===== config.mk =====
export PLATFORM = sky130hd
export DESIGN_NAME = ccd_clock_sequencer
export DESIGN_NICKNAME = d
export VERILOG_FILES = /design/src/rtl/ccd_clock_sequencer_pkg.sv /design/src/rtl/ccd_clock_sequencer_timer.sv /design/src/rtl/ccd_clock_sequencer.sv
export SDC_FILE = /design/constraint.sdc
export NUM_CORES = 1
export LEC_CHECK = 0
export ABC_AREA = 1
export BUFFER_PORTS_ARGS = -buffer_cell sky130_fd_sc_hd__buf_2
export CAP_MARGIN = 25
export CORE_AREA = 2 2 47 49
export DETAILED_ROUTE_END_ITERATION = 6
export DIE_AREA = 0 0 49 51
export GPL_TIMING_DRIVEN = 0
export MAX_ROUTING_LAYER = met4
export PLACE_DENSITY_LB_ADDON = 0.05
export SKIP_CTS_REPAIR_TIMING = 1
export SYNTH_ARGS = -nofsm -noshare
export SYNTH_HDL_FRONTEND = slang
export SYNTH_HIERARCHICAL = 1
export SYNTH_SLANG_ARGS = --single-unit

===== constraint.sdc =====
create_clock -name i_clk -period 1.9 [get_ports i_clk]
set_clock_uncertainty 0.2 [all_clocks]
set_input_delay 0.19 -clock i_clk [delete_from_list [all_inputs] [get_ports i_clk]]
set_output_delay 0.19 -clock i_clk [all_outputs]
set_load 0.05 [all_outputs]

===== src/rtl/ccd_clock_sequencer_pkg.sv =====
// Shared types and constants for the CCD clock sequencer.
package ccd_seq_pkg;

    // Frame sequencing states
    typedef enum logic [2:0] {
        IDLE    = 3'd0,
        P_XFER  = 3'd1,
        GAP     = 3'd2,
        READOUT = 3'd3,
        DONE    = 3'd4
    } state_e;

    // Serial half-pixel phase: A drives l1 low, B returns l1 high
    typedef enum logic {
        PH_A = 1'b0,
        PH_B = 1'b1
    } phase_e;

    // Clock levels whenever the sequencer is not actively clocking
    localparam logic IDLE_PHI_P  = 1'b0;
    localparam logic IDLE_PHI_L1 = 1'b1;
    localparam logic IDLE_PHI_L2 = 1'b0;

    // Largest of the three interval lengths, used to size the shared timer
    function automatic int max3(input int a, input int b, input int c);
        int m;
        m = (a > b) ? a : b;
        m = (m > c) ? m : c;
        return m;
    endfunction

endpackage


===== src/rtl/ccd_clock_sequencer_timer.sv =====
// Loadable down-counter; o_tc flags that the loaded interval has expired.
module ccd_seq_timer #(
    parameter int W = 2
) (
    input  logic         i_clk,
    input  logic         i_rst_n,
    input  logic         i_load,
    input  logic [W-1:0] i_load_val,
    output logic         o_tc
);

    logic [W-1:0] r_cnt;

    // Count down from the loaded value and park at zero
    always_ff @(posedge i_clk) begin
        if (!i_rst_n) begin
            r_cnt <= '0;
        end else if (i_load) begin
            r_cnt <= i_load_val;
        end else if (r_cnt != '0) begin
            r_cnt <= r_cnt - W'(1);
        end else begin
            r_cnt <= r_cnt;
        end
    end

    assign o_tc = (r_cnt == '0);

endmodule


===== src/rtl/ccd_clock_sequencer.sv =====
// Frame-level CCD clock sequencer: parallel transfer, settle gap and serial
// readout per line, repeated for every line of the frame.
module ccd_clock_sequencer
    import ccd_seq_pkg::*;
#(
    parameter int PIX_PER_LINE    = 16,
    parameter int LINES_PER_FRAME = 4,
    parameter int P_CYC           = 3,
    parameter int GAP_CYC         = 2,
    parameter int PHASE_CYC       = 1
) (
    input  logic                               i_clk,
    input  logic                               i_rst_n,
    input  logic                               i_start,
    input  logic                               i_continuous,
    input  logic                               i_abort,
    output logic                               o_phi_p,
    output logic                               o_phi_l1,
    output logic                               o_phi_l2,
    output logic                               o_enable,
    output logic [$clog2(LINES_PER_FRAME)-1:0] o_line_idx,
    output logic [$clog2(PIX_PER_LINE)-1:0]    o_pix_idx,
    output logic                               o_busy,
    output logic                               o_frame_done
);

    localparam int CW = $clog2(max3(P_CYC, GAP_CYC, PHASE_CYC) + 1);
    localparam int LW = $clog2(LINES_PER_FRAME);
    localparam int PW = $clog2(PIX_PER_LINE);

    // Timer reload values: the interval ends on the cycle the count hits zero
    localparam logic [CW-1:0] LD_P  = CW'(P_CYC - 1);
    localparam logic [CW-1:0] LD_G  = CW'(GAP_CYC - 1);
    localparam logic [CW-1:0] LD_PH = CW'(PHASE_CYC - 1);
    localparam logic [LW-1:0] LAST_LINE = LW'(LINES_PER_FRAME - 1);
    localparam logic [PW-1:0] LAST_PIX  = PW'(PIX_PER_LINE - 1);

    state_e        r_state, w_state;
    phase_e        r_phase, w_phase;
    logic [LW-1:0] r_line, w_line;
    logic [PW-1:0] r_pix, w_pix;
    logic          w_load;
    logic [CW-1:0] w_load_val;
    logic          w_tc;
    logic          w_phi_p, w_l1;

    ccd_seq_timer #(.W(CW)) u_timer (
        .i_clk      (i_clk),
        .i_rst_n    (i_rst_n),
        .i_load     (w_load),
        .i_load_val (w_load_val),
        .o_tc       (w_tc)
    );

    // Next-state, index and timer-load decode; abort overrides everything
    always_comb begin
        w_state    = r_state;
        w_phase    = r_phase;
        w_line     = r_line;
        w_pix      = r_pix;
        w_load     = 1'b0;
        w_load_val = '0;
        if (i_abort) begin
            w_state = IDLE;
            w_phase = PH_B;
            w_line  = '0;
            w_pix   = '0;
        end else begin
            case (r_state)
                IDLE: begin
                    if (i_start) begin
                        w_state    = P_XFER;
                        w_line     = '0;
                        w_load     = 1'b1;
                        w_load_val = LD_P;
                    end else begin
                        w_state = IDLE;
                    end
                end
                P_XFER: begin
                    if (w_tc) begin
                        w_state    = GAP;
                        w_load     = 1'b1;
                        w_load_val = LD_G;
                    end else begin
                        w_state = P_XFER;
                    end
                end
                GAP: begin
                    if (w_tc) begin
                        w_state    = READOUT;
                        w_phase    = PH_A;
                        w_pix      = '0;
                        w_load     = 1'b1;
                        w_load_val = LD_PH;
                    end else begin
                        w_state = GAP;
                    end
                end
                READOUT: begin
                    if (!w_tc) begin
                        w_state = READOUT;
                    end else if (r_phase == PH_A) begin
                        w_phase    = PH_B;
                        w_load     = 1'b1;
                        w_load_val = LD_PH;
                    end else if (r_pix != LAST_PIX) begin
                        w_pix      = r_pix + PW'(1);
                        w_phase    = PH_A;
                        w_load     = 1'b1;
                        w_load_val = LD_PH;
                    end else begin
                        w_pix   = '0;
                        w_phase = PH_B;
                        if (r_line != LAST_LINE) begin
                            w_line     = r_line + LW'(1);
                            w_state    = P_XFER;
                            w_load     = 1'b1;
                            w_load_val = LD_P;
                        end else begin
                            w_state = DONE;
                        end
                    end
                end
                DONE: begin
                    w_line = '0;
                    if (i_continuous) begin
                        w_state    = P_XFER;
                        w_load     = 1'b1;
                        w_load_val = LD_P;
                    end else begin
                        w_state = IDLE;
                    end
                end
                default: begin
                    w_state = IDLE;
                    w_phase = PH_B;
                    w_line  = '0;
                    w_pix   = '0;
                end
            endcase
        end
    end

    // Clock levels decoded from the upcoming state so outputs align with it
    always_comb begin
        w_phi_p = IDLE_PHI_P;
        w_l1    = IDLE_PHI_L1;
        if (w_state == P_XFER) begin
            w_phi_p = 1'b1;
        end else if (w_state == READOUT && w_phase == PH_A) begin
            w_l1 = 1'b0;
        end else begin
            w_phi_p = IDLE_PHI_P;
            w_l1    = IDLE_PHI_L1;
        end
    end

    // State, index and registered-output update with synchronous reset
    always_ff @(posedge i_clk) begin
        if (!i_rst_n) begin
            r_state      <= IDLE;
            r_phase      <= PH_B;
            r_line       <= '0;
            r_pix        <= '0;
            o_phi_p      <= IDLE_PHI_P;
            o_phi_l1     <= IDLE_PHI_L1;
            o_phi_l2     <= IDLE_PHI_L2;
            o_enable     <= 1'b0;
            o_busy       <= 1'b0;
            o_frame_done <= 1'b0;
            o_line_idx   <= '0;
            o_pix_idx    <= '0;
        end else begin
            r_state      <= w_state;
            r_phase      <= w_phase;
            r_line       <= w_line;
            r_pix        <= w_pix;
            o_phi_p      <= w_phi_p;
            o_phi_l1     <= w_l1;
            o_phi_l2     <= ~w_l1;
            o_enable     <= (w_state == READOUT);
            o_busy       <= (w_state != IDLE);
            o_frame_done <= (w_state == DONE);
            o_line_idx   <= w_line;
            o_pix_idx    <= w_pix;
        end
    end

endmodule


==> results of run 1 <==
==> path summary, 6_finish.rpt <==
path,startpoint,to,slack (ns),cells after the start
min reg2reg,r_pix[1]$_SDFFE_PP0P_,r_pix[1]$_SDFFE_PP0P_,0.32,2
max reg2reg,u_timer/r_cnt[0]$_SDFFE_PN0P_,o_busy$_SDFF_PN0_,0.14,10
max,u_timer/r_cnt[0]$_SDFFE_PN0P_,o_busy$_SDFF_PN0_,0.14,10
min,i_abort,o_phi_p$_SDFF_PN0_,-0.002,3
==> sequential cells by signal (all words and copies together) (netlist names), 2 cells and up <==
| signal | flops |
|---|---|
| r_line | 2 |
| r_state | 3 |
| r_pix | 4 |
| u_timer/r_cnt | 2 |
==> per-stage QoR <==
stage / setup WS, ns / total power [mW]
2_1_floorplan: 0.0208 / 0.541
3_3_place_gp: 0.105 / 0.573
3_5_place_dp: 0.0646 / 0.580
4_1_cts: 0.0407 / 0.826
5_1_grt: -0.0290 / 0.873
6_report: 0.135 / 0.832
==> cell usage in the layout (no fill, tap or decap), types with 2 or more instances in the layout <==
cell       n
a21oi_1    8
nor2_4     3
dfxtp_1   16
o21ai_0    2
nand3_1   11
nand2_2    2
nand4_1    7
o21ai_1    2
nand2_1   38
ha_2       2
nand3_2    3
inv_1     28
nor2_1    27
clkbuf_4   4
buf_2     16
==> cell families (layout without fill, tap and decap cells) <==
logic type	Yosys count	in the layout
flip-flops	18	18
adder cells (fa/ha/maj)	3	3
AND/OR/NAND/NOR	93	93
buffers and inverters	32	53
AO/OA/AOI/OAI	16	16
==> area by class of cell <==
type                            instances  area (µm²)
Fill cell                             216         836
Multi-Input combinational cell        112         567
Sequential cell                        18         365
Inverter                               30         115
Timing Repair Buffer                   17        90.1
Clock buffer                            4        36.3
Tap cell                               28        35.0
Buffer                                  2        18.8
==> worst max-delay path, cell delays in order, from the launching register on <==
cell      delay (ns)
dfxtp_1         0.33
inv_1           0.07
ha_2            0.21
clkbuf_4        0.19
nand2_1         0.09
nand2_2         0.11
nand2_1         0.10
nor2_4          0.14
inv_2           0.05
nand2_1         0.08
nand3_1         0.07
==> power by group through the flow <==
stage | logic, mW | registers, mW | clock network, mW
6_report | 0.182 | 0.399 | 0.251
3_3_place_gp | 0.165 | 0.408 | 0
2_1_floorplan | 0.116 | 0.425 | 0
4_1_cts | 0.172 | 0.400 | 0.254
5_1_grt | 0.207 | 0.401 | 0.266
3_5_place_dp | 0.172 | 0.409 | 0
==> layer usage <==
metal | wire, µm | GRT usage [%]
met1 | 1010 | 23.0
met2 | 1120 | 36.3
met3 | 90 | 3.51
met4 | 46 | 10.0
met5 | 0 | -
==> out/metrics.csv, run 1 <==
stage;metric;value;unit
run_status;status;complete, but fails checks;
run_status;failing checks;hold timing;
floorplanning;die area;2500;µm²
critical_path;worst-path fanout max;8;
grt;GRT overflow;0;
route;DR vias/cell;4.98;
route;DRT iter0 DRCs;34;
logic_synthesis;Unique masters post-synth;20;
grt;largest net degree at the start of global routing;11;
grt;first-pass GRT wire length;3770;µm
power;PwrDens;678;nW/µm²
route;via count;1050;
place;port bufs;16;
cells_and_area;layout cell share with drive strength beyond 1;21.3;%
cells_and_area;Non-Filler Instances;211;
critical_path;Required @ worst endpoint;1.90;ns
logic_synthesis;Post-Synth XOR/XNOR Area;0;%
power;P_leak;0.662;nW
place;Placed Cells;206;
floorplanning;Core Area;2060;µm²
logic_synthesis;most frequent cells after synthesis;nand2_1, nor2_1, inv_1;
logic_synthesis;Post-synth EDFFs;0;
logic_synthesis;Synth Register Bits;18;
critical_path;Setup CP Type;flop to flop;
route;DR WL/cell;10.7;µm
timing;Fin Setup TNS;0;ns
power;Clk network pwr share;30.1;%
cells_and_area;Area growth syn-to-layout;19.5;%
critical_path;Critical Path AT;1.76;ns
critical_path;Startpoint Class;flop;
grt;total track usage;20.7;%
place;routability cong.;0.844;
power;share of power burned in registers;47.9;%
clock_network;CTS tree;done;
power;logic gate share of total power;21.9;%
logic_synthesis;Simple-Gate Fraction of Synth Area;40.1;%
place;post-DP HPWL;1690;µm
clock_network;sinks on the clock net;18;
power;Max VDD drop;0.000375;V
power;Sw Pwr;0.261;mW
timing;Hold Violations, Final;1;
power;switching share of power;31.4;%
cells_and_area;fin area;1230;µm²
floorplanning;I/O pin cnt;17;
clock_network;htree depth;1;
clock_network;clk_lat worst skew;0.30;ns
logic_synthesis;Yosys top cell by area;dfxtp_1;
hold_path;worst min path class;input pin to flop;
grt;vias in the first global route;922;
run;Max-Cap Viols;0;
timing;Final Cycle Share;92.9;%
timing;Worst Max-Slew Pin Slew;0.505;ns
cells_and_area;ANT cells;0;
logic_synthesis;Netlist Area Pre-Place;1030;µm²
floorplanning;die height;51;µm
logic_synthesis;ys flop type;dfxtp_1;
logic_synthesis;Synth Area in Adders;3.65;%
logic_synthesis;share of the synthesized area in the top cell type;35.1;%
logic_synthesis;Synth Area in Compound Gates;8.65;%
floorplanning;die width;49;µm
timing;WHS;-0.00195;ns
timing;Slew Viols, Final;0;
logic_synthesis;syn_nets;170;
logic_synthesis;mux share of post-synthesis cell area;0;%
logic_synthesis;async set-reset flop share out of synthesis;0;%
clock_network;Num CTS Buffers;3;
logic_synthesis;register area share after synthesis;35.1;%
clock_network;clock buffer depth;2;
logic_synthesis;Avg Inst Size Synth;6.34;µm²
logic_synthesis;synthesized instance count;162;
logic_synthesis;Area contributors post-synth;dfxtp_1, nand2_1, nor2_1, inv_1, nand3_1;
floorplanning;Initial Util;49.8;%
timing;Slew headroom;66.2;%
clock_network;clock slew at reported path FFs;0.12;ns
route;DRT Wirelength;2270;µm
power;cell-internal power;0.571;mW
logic_synthesis;total number of yosys warnings;6;
cells_and_area;final core utilization;59.5;%
grt;antenna violations before repair;0;
timing;FMAX;567;MHz
critical_path;CP Capture Type;flop;
route;drt drc;0;
floorplanning;Row Count;17;
timing;final setup violation count;0;
cells_and_area;fin nets;192;
route;Post-DRT Antenna Nets;0;
logic_synthesis;top-count cell post-synth;nand2_1;
timing;final worst path period need;1.76;ns
logic_synthesis;largest family of logic cells by synthesized area;simple AND/OR/NAND/NOR gates;
route;first drt pass iteration count;4;
clock_network;Root Buffer;clkbuf_4;
place;Cell Area, Placed;1140;µm²
No activity file was read; power rests on OpenSTA's default activity.
==> inputs of run 2 (changes only) <==
- CELL_PAD_IN_SITES_DETAIL_PLACEMENT: default -> 0
- CELL_PAD_IN_SITES_GLOBAL_PLACEMENT: default -> 1
- CORE_AREA: 2 2 47 49 -> 2 2 56 58
- DIE_AREA: 0 0 49 51 -> 0 0 58 60
- MAX_ROUTING_LAYER: met4 -> default
==> run 2 against run 1 <==
The run still ends with hold timing left. Fmax up 0.85%. Highest routed layer unchanged. Design area increased by 1.5%. Setup slack better by 0.015 ns. Worst hold slack improved by 0.0012 ns. Clock power decreased by 2%. Power shrank 0.61%. Largest power group unchanged. Global-route usage fell by 6.3 points. Critical path depth shrank 2. Final cell count up 2.8%.
==> out/metrics.csv, run 2 (synthesis results as in run 1) <==
stage;metric;value;unit;change
route;Post-DRT Antenna Nets;0;;unchanged
cells_and_area;Non-Filler Instances;217;;+2.8%
route;DRT iter0 DRCs;48;;+41%
cells_and_area;most common cell after layout, fill and taps aside;nand2_1;;
timing;FMAX;572;MHz;+0.85%
clock_network;clk_lat worst skew;0.30;ns;about the same
critical_path;Setup CP Type;flop to flop;;
timing;Final Cycle Share;92.1;%;-0.78 points
route;DRT Wirelength;2370;µm;+4.5%
timing;setup ws final;0.150;ns;+0.0149 ns
cells_and_area;layout cell share with drive strength beyond 1;21.2;%;-0.12 points
grt;antenna violations before repair;0;;unchanged
hold_path;worst min path class;input pin to flop;;
grt;first-pass GRT wire length;3860;µm;+2.2%
timing;Fin Setup TNS;0;ns;unchanged
timing;Worst Max-Slew Pin Slew;0.551;ns;+0.0460 ns
route;met3 WL;91;µm;+1.1%
critical_path;Startpoint Class;flop;;
timing;Hold Violations, Final;1;;unchanged
power;Max VDD drop;0.000387;V;+3.1%
route;met2 WL;1070;µm;-4.2%
clock_network;sinks on the clock net;18;;unchanged
place;dpl ws;0.0426;ns;-0.0221 ns
cells_and_area;Area growth syn-to-layout;21.3;%;
route;drt drc;0;;unchanged
cells_and_area;max reg flops;4;;unchanged
run;Max-Cap Viols;0;;unchanged
critical_path;Required @ worst endpoint;1.90;ns;about the same
critical_path;r2r worst-path depth;8;;-2
timing;final worst path period need;1.75;ns;-0.0149 ns
clock_network;CTS tree;done;;
place;Cell Area, Placed;1150;µm²;+0.55%
grt;largest net degree at the start of global routing;11;;unchanged
route;DR WL/cell;10.9;µm;+1.6%
clock_network;clock buffer depth;2;;unchanged
timing;Slew Viols, Final;0;;unchanged
place;Placed Cells;211;;+2.4%
critical_path;CP startpoint;u_timer/r_cnt[0]$_SDFFE_PN0P_;;
cells_and_area;final core utilization;42.9;%;-17 points
run_status;status;complete, but fails checks;;
floorplanning;die width;58;µm;+18%
route;WL met1;1160;µm;+15%
run_status;failing checks;hold timing;;
clock_network;Root Buffer;clkbuf_4;;
power;PwrDens;663;nW/µm²;-2.1%
cells_and_area;Most flops, register;r_pix;;
timing;RSZ-0062 raised after global routing;no;;
route;first drt pass iteration count;4;;unchanged
cells_and_area;Top Registers;r_pix (4), r_state (3);;
timing;WHS;-0.000713;ns;+0.00124 ns
grt;GRT overflow;0;;unchanged
cells_and_area;# fillers;344;;+59%
hold_path;hold_sp;i_abort;;
critical_path;CP Capture Type;flop;;
grt;vias in the first global route;910;;-1.3%
cells_and_area;ANT cells;0;;unchanged
cells_and_area;fin nets;193;;+0.52%
route;DR vias/cell;4.82;;-3.0%
place;routability cong.;0.763;;-9.6%
critical_path;FF-to-FF setup slack;0.15;ns;about the same
grt;total track usage;14.4;%;-6.3 points
clock_network;htree depth;1;;unchanged
floorplanning;Row Count;20;;+3
route;highest metal used;met4;;
place;port bufs;16;;unchanged
clock_network;clock slew at reported path FFs;0.11;ns;about the same
critical_path;Critical Path Sink;r_pix[2]$_SDFFE_PP0P_;;
critical_path;RR Endpoint;r_pix[2]$_SDFFE_PP0P_;;
place;post-DP HPWL;1820;µm;+7.7%
hold_path;Worst Hold Depth;3;;unchanged
critical_path;Critical Path AT;1.75;ns;about the same
critical_path;worst r2r src;u_timer/r_cnt[0]$_SDFFE_PN0P_;;
route;via count;1047;;-0.29%
timing;Slew headroom;63.1;%;-3.1 points
power;P_leak;0.665;nW;+0.46%
timing;final setup violation count;0;;unchanged
floorplanning;Initial Util;35.4;%;-14 points
floorplanning;Core Area;2900;µm²;+41%
floorplanning;die area;3480;µm²;+39%
power;Pwr Total;0.827;mW;-0.61%
cells_and_area;fin area;1250;µm²;+1.5%
floorplanning;die height;60;µm;+18%
cells_and_area;commonest cells after routing, fill and taps aside;nand2_1, inv_1, nor2_1, buf_2, dfxtp_1;;
floorplanning;I/O pin cnt;17;;unchanged
critical_path;worst-path fanout max;8;;unchanged
clock_network;Num CTS Buffers;3;;unchanged
run 2: cell types whose count changed in the layout (fill, tap and decap cells not counted), sizes merged:
cell    change
clkbuf      -1
buf         +2
run 2: power breakdown:
part / internal (mW) / switching, mW / total (mW)
Sequential: 0.391 / 0.00789 / 0.399
Combinational: 0.0630 / 0.119 / 0.182
Clock: 0.117 / 0.129 / 0.246
Total: 0.571 / 0.256 / 0.827
run 2: area by class of cell:
type | count | area, µm² | area share (%)
Timing Repair Buffer | 18 | 97.6 | 7.83
Clock buffer | 4 | 36.3 | 2.91
Sequential cell | 18 | 365 | 29.3
Inverter | 30 | 115 | 9.24
Buffer | 2 | 18.8 | 1.51
Tap cell | 33 | 41.3 | 3.31
Multi-Input combinational cell | 112 | 572 | 45.9
run 2: worst min-delay path by stage:
stage / end / slack (ns)
2_1_floorplan: o_phi_p$_SDFF_PN0_ / 0.12
3_3_place_gp: u_timer/r_cnt[0]$_SDFFE_PN0P_ / 0.28
3_5_place_dp: u_timer/r_cnt[0]$_SDFFE_PN0P_ / 0.28
4_1_cts: u_timer/r_cnt[0]$_SDFFE_PN0P_ / -0.06
5_1_grt: o_phi_p$_SDFF_PN0_ / 0.02
6_report: o_phi_p$_SDFF_PN0_ / -0.0007
run 2: critical path, cell delays in order (launching register included):
cell and delay (ns):
dfxtp_1 0.33, inv_1 0.08, ha_2 0.21, buf_4 0.17
inv_1 0.07, nand4_1 0.17, nand3_2 0.17, o21ai_0 0.19
nor2_1 0.06
run 2: metal layers:
layer  GRT usage (%)  up-vias
met5               0        -
met4            6.98        0
met1            18.1      460
met3            1.95        6
li1                -      554
met2            24.2       27
